File: src/rtl/zet_bus_arb.sv
// Fetch/exec arbiter for the shared 16-bit Wishbone master.
// Splits odd word accesses into two aligned bus cycles.
module zet_bus_arb #(
  parameter int unsigned MAX_EXEC_RUN = 4
) (
  input  logic        clk,
  input  logic        rst,
  input  logic        f_req,
  input  logic [19:0] f_adr,
  input  logic        f_byte,
  output logic [15:0] f_dat,
  output logic        f_ack,
  input  logic        e_req,
  input  logic        e_we,
  input  logic [19:0] e_adr,
  input  logic        e_byte,
  input  logic [15:0] e_wdat,
  output logic [15:0] e_rdat,
  output logic        e_ack,
  output logic [18:0] wb_adr_o,
  output logic [1:0]  wb_sel_o,
  output logic [15:0] wb_dat_o,
  input  logic [15:0] wb_dat_i,
  output logic        wb_we_o,
  output logic        wb_cyc_o,
  output logic        wb_stb_o,
  input  logic        wb_ack_i
);

  typedef enum logic [1:0] {
    IDLE,
    LO,
    HI,
    ACK
  } state_t;

  typedef enum logic [1:0] {
    G_NONE,
    G_F,
    G_E
  } gnt_t;

  state_t      state;
  state_t      state_nx;
  gnt_t        gnt;
  logic [19:0] adr;
  logic        bsz;
  logic        we;
  logic [15:0] wdat;
  logic [15:0] rdat;
  logic [3:0]  run;
  logic        cyc;
  logic        pick_e;
  logic        pick_f;
  logic        split;
  logic        hi_ph;
  logic        bus_ack;

  assign pick_e  = e_req && (!f_req || run != 4'(MAX_EXEC_RUN));
  assign pick_f  = f_req && !pick_e;
  assign split   = adr[0] && !bsz;
  assign hi_ph   = state == HI;
  assign bus_ack = cyc && wb_ack_i;

  always_ff @(posedge clk or negedge rst) begin
    if (!rst) state <= IDLE;
    else      state <= state_nx;
  end

  always_comb begin
    state_nx = state;
    unique case (state)
      IDLE: if (f_req || e_req) state_nx = LO;
      LO:   if (bus_ack) state_nx = split ? HI : ACK;
      HI:   if (bus_ack) state_nx = ACK;
      ACK:  state_nx = IDLE;
      default: state_nx = IDLE;
    endcase
  end

  always_ff @(posedge clk or negedge rst) begin
    if (!rst) begin
      gnt    <= G_NONE;
      adr    <= '0;
      bsz    <= 1'b0;
      we     <= 1'b0;
      wdat   <= '0;
      rdat   <= '0;
      cyc    <= 1'b0;
      f_ack  <= 1'b0;
      e_ack  <= 1'b0;
      f_dat  <= '0;
      e_rdat <= '0;
    end else begin
      f_ack <= 1'b0;
      e_ack <= 1'b0;
      unique case (state)
        IDLE: begin
          if (pick_e || pick_f) begin
            gnt  <= pick_e ? G_E : G_F;
            adr  <= pick_e ? e_adr : f_adr;
            bsz  <= pick_e ? e_byte : f_byte;
            we   <= pick_e && e_we;
            wdat <= pick_e ? e_wdat : 16'h0000;
            cyc  <= 1'b1;
          end
        end
        LO: begin
          if (bus_ack) begin
            cyc <= 1'b0;
            if (bsz)
              rdat <= {8'h00, adr[0] ? wb_dat_i[15:8] : wb_dat_i[7:0]};
            else if (adr[0])
              rdat[7:0] <= wb_dat_i[15:8];
            else
              rdat <= wb_dat_i;
          end
        end
        HI: begin
          // first HI cycle is the idle gap between the two transfers
          if (!cyc) begin
            cyc <= 1'b1;
          end else if (wb_ack_i) begin
            cyc        <= 1'b0;
            rdat[15:8] <= wb_dat_i[7:0];
          end
        end
        ACK: begin
          f_ack <= gnt == G_F;
          e_ack <= gnt == G_E;
          if (gnt == G_F) f_dat <= rdat;
          if (gnt == G_E) e_rdat <= rdat;
          gnt <= G_NONE;
        end
        default: ;
      endcase
    end
  end

  always_ff @(posedge clk or negedge rst) begin
    if (!rst) begin
      run <= '0;
    end else if (!f_req) begin
      run <= '0;
    end else if (state == IDLE) begin
      if (pick_f)      run <= '0;
      else if (pick_e) run <= run + 4'd1;
    end
  end

  assign wb_cyc_o = cyc;
  assign wb_stb_o = cyc;
  assign wb_we_o  = cyc && we;

  always_comb begin
    wb_adr_o = '0;
    wb_sel_o = 2'b00;
    wb_dat_o = '0;
    if (cyc) begin
      wb_adr_o = hi_ph ? adr[19:1] + 19'd1 : adr[19:1];
      if (hi_ph)       wb_sel_o = 2'b01;
      else if (adr[0]) wb_sel_o = 2'b10;
      else if (bsz)    wb_sel_o = 2'b01;
      else             wb_sel_o = 2'b11;
      if (bsz)          wb_dat_o = {wdat[7:0], wdat[7:0]};
      else if (!adr[0]) wb_dat_o = wdat;
      else if (hi_ph)   wb_dat_o = {8'h00, wdat[15:8]};
      else              wb_dat_o = {wdat[7:0], 8'h00};
    end
  end

endmodule
File: config.mk
export PLATFORM = sky130hd
export DESIGN_NAME = zet_bus_arb
export DESIGN_NICKNAME = d
export VERILOG_FILES = /design/src/rtl/zet_bus_arb.sv
export SDC_FILE = /design/constraint.sdc
export NUM_CORES = 1
export LEC_CHECK = 0
export CAP_MARGIN = 10
export CORE_UTILIZATION = 32
export DETAILED_ROUTE_END_ITERATION = 10
export MAX_ROUTING_LAYER = met4
export PLACE_DENSITY_LB_ADDON = 0.05
export REMOVE_ABC_BUFFERS = 1
export SKIP_LAST_GASP = 1
export SLEW_MARGIN = 0
export SYNTH_ARGS = -nofsm -noshare
export SYNTH_HDL_FRONTEND = slang
export SYNTH_SLANG_ARGS = --single-unit
export TNS_END_PERCENT = 1
File: constraint.sdc
create_clock -name clk -period 3.95 [get_ports clk]
set_input_delay 0.79 -clock clk [delete_from_list [all_inputs] [get_ports clk]]
set_output_delay 0.79 -clock clk [all_outputs]
set_load 0.02 [all_outputs]
==> metrics.md <==
| Metric | Value |
|---|---|
| Worst-Skew Late Latency | 350 ps |
| Hold Crit Class | flip-flop to flip-flop |
| Final setup margin | 393 ps |
| Core box area | 15200 µm² |
| Worst Path Required | 3160 ps |
| Crit path launch type | flip-flop |
| Longest Clk Path Bufs | 2 |
| Worst-path clk slew | 70 ps |
| Hold-critical path depth | 2 |
| GR Overflow Total | 0 |
| Max rail drop VDD | 0.311 mV |
| Layout cells sized above 1 | 4.92% |
| Fin Clk Skew | 7.05 ps |
| Min Tclk post-route | 3560 ps |
| Final net count | 794 |
| Cells on worst reg2reg path | 6 |
| DP Wirelength | 9900 µm |
| Synth Instances | 571 |
| Flop pwr share | 33.7% |
| Seq/Total Area, Yosys | 48.8% |
| Pin count of the biggest net entering global routing | 79 |
| Multi-input logic area | 2350 µm² |
| CTS tree | yes |
| Max-cap viol count | 0 |
| Critical path class | flip-flop to output pin |
| H-tree Lvls | 3 |
| N_diodes | 0 |
| Post-CTS setup buffer count | 0 |
| Vias in the first global route | 4369 |
| Headroom to the max-slew limit | 33.9% |
| Switching Power | 2200 µW |
| Fill cells | 1502 |
| Post_cts resized | 0 |
| Vias/cell | 4.88 |
| Final TNS setup | 0 ps |
| Final setup vio count | 0 |
| CTS Hold Bufs | 0 |
| Chip width | 127 µm |
| P&R area growth vs syn | 39.9% |
| Buffers on Ports | 153 |
| Synth warn | 0 |
| Total routed wirelength | 13900 µm |
| Int Power | 3120 µW |
| Routed WL per cell | 15.4 µm |
| Initial antenna violation count | 0 |
| Rows | 45 |
| Setup WS pre-CTS | 729 ps |
| Synth cell types | 47 |
| Gr usage total | 18.7% |
| I/O pin total | 154 |
| Leakage power | 0.00306 µW |
| Root Driver | clkbuf_16 |
| Final non-filler cell area | 6960 µm² |
| Reg area | 2430 µm² |
| Sinks on the clock net | 97 |
| Cts bufs inserted | 9 |
| Post-synth top flop | dfrtp_1 |
| Core Util, Final | 45.8% |
| Placed cell areas | 6640 µm² |
| Die extent in y | 127 µm |
| Via Count | 4389 |
| Comb power frac | 48.6% |
| Worst EP arrival | 2770 ps |
| Worst Tran Pin Value | 992 ps |
| Drt first pass iters | 5 |
| Status | finished, final reports clean |
| Final hold vios | 0 |
| Drc violations | 0 |
| Max frequency | 281 MHz |
| EDFF count, synth | 0 |
| Die ar. | 16100 µm² |
| Starting density of the core | 32.7% |
| Drt initial violations | 254 |
| Unrepaired setup endpoints after global routing | no |
| Final ANT Viol Nets | 0 |
| #FFs+latches synth | 97 |
| Max-slew violation count | 0 |
| Global-route wire length before repair | 22700 µm |
| FFs w/ async S/R, synth | 100% |
| Clock network power share | 17.7% |
| Final Cycle Share | 90.1% |
| CP Capture Type | output pin |
| Synthesized area per cell | 8.71 µm² |
| Post-Syn Area | 4980 µm² |
| Crit Path Max Fanout | 24 |
| Pwr dens | 765 nW/µm² |
| Placer congestion estimate | 0.818 |
| Sw frac | 41.4% |
## metal layers
layer	vias to the layer above	track usage, %	wire [µm]
li1	2184	-	-
met3	14	4.93	924
met1	2053	23.1	6230
met2	138	29.8	6550
met4	0	6.02	198
met5	-	-	0
## state kept, by name (all words and copies together) (netlist names)
name	flops
f_ack	1
e_ack	1
e_rdat	16
adr	20
wdat	16
state	2
f_dat	16
bsz	1
gnt	2
run	4
rdat	16
wb_cyc_o	1
we	1
## synth_stat cells, types with 2 or more instances
library cell,instances,share of area [%]
clkbuf_1,13,0.98
xor2_1,9,1.6
nand3_1,17,1.7
mux2i_1,32,6.4
and2_1,3,0.38
o21ai_0,50,5.0
buf_2,12,1.2
buf_4,6,0.91
dfrtp_1,97,49
a22o_1,3,0.53
xnor2_1,3,0.53
o21a_1,5,0.75
or3_1,3,0.38
buf_1,3,0.23
inv_1,6,0.45
a21boi_0,2,0.30
nor3_1,3,0.30
a22oi_1,17,2.6
ha_1,7,1.8
nand2_1,181,14
nor2b_1,2,0.25
nand4_1,3,0.38
nand2b_1,6,0.75
and4_1,3,0.53
nor4_2,2,0.50
nor2_1,35,2.6
a21oi_1,25,2.5
inv_2,2,0.15
nand3b_1,3,0.45
## layout make-up
type | instances | share of cell area [%]
inverters | 8 | 0.431
multi-input cells | 430 | 33.7
clock buffers | 10 | 3.29
repair buffers | 161 | 23.0
clock inverters | 6 | 1.29
well taps | 188 | 3.38
flip-flops and latches | 97 | 34.9
## path summary, 6_finish.rpt
path	from	end	slack [ps]
setup / recovery	state[0]$_DFFE_PN0P_	wb_dat_o[15]	390
hold / removal	f_dat[8]$_DFFE_PN0P_	f_dat[8]$_DFFE_PN0P_	470
setup reg to reg	state[0]$_DFFE_PN0P_	rdat[9]$_DFFE_PN0P_	1710
hold reg to reg	f_dat[8]$_DFFE_PN0P_	f_dat[8]$_DFFE_PN0P_	470
max in group asynchronous	rst	bsz$_DFFE_PN0P_	2470
min in group asynchronous	rst	f_dat[6]$_DFFE_PN0P_	600
## through the flow
stage	std cells	hold WS, ps	power [µW]
floorplan	535	442	3190
global placement	884	460	4380
detailed placement	884	462	4420
CTS	900	479	5390
global route	900	496	5720
finish	900	473	5320
## kinds of logic (layout without fill, tap and decap cells)
logic type / Yosys count / count (layout) / synth area share [%]
and+or+nand+nor: 270 / 270 / 23.6
xor gates and xnor gates: 12 / 12 / 2.11
buffers and inverters: 44 / 185 / 4.25
muxes: 32 / 32 / 6.44
DFF: 97 / 97 / 48.8
AOI/OAI and AO/OA: 109 / 109 / 13.1
adders and majority gates: 7 / 7 / 1.76
## critical path, stage by stage (launching register included)
cell	delay, ps
dfrtp_1	400
inv_1	110
ha_1	240
buf_4	230
nand2b_1	190
nand2b_1	290
a22oi_1	150
nor2_1	190
clkdlybuf4s50_1	630
## power by group through the flow
| stage | Clock [µW] | Combinational [µW] | Sequential [µW] |
|---|---|---|---|
| 2_1_floorplan | 0 | 1250 | 1940 |
| 6_report | 943 | 2590 | 1800 |
| 5_1_grt | 1020 | 2840 | 1860 |
| 4_1_cts | 971 | 2620 | 1800 |
| 3_3_place_gp | 0 | 2580 | 1800 |
| 3_5_place_dp | 0 | 2600 | 1820 |
## placed cells by master (no fill, tap or decap), types with 2 or more instances in the layout
cell type / n
nand3_1: 17
buf_4: 8
nor2_1: 35
nor4_2: 2
a22oi_1: 17
a21oi_1: 25
inv_1: 6
clkdlybuf4s50_1: 152
and4_1: 3
bufinv_16: 2
o21a_1: 5
nand4_1: 3
and2_1: 3
mux2i_1: 32
xor2_1: 9
o21ai_0: 50
dfrtp_1: 97
clkbuf_16: 9
or3_1: 3
nand2_1: 181
inv_2: 2
nand3b_1: 3
nor2b_1: 2
a22o_1: 3
nor3_1: 3
ha_1: 7
nand2b_1: 6
a21boi_0: 2
xnor2_1: 3
No activity file was read; power rests on OpenSTA's default activity.
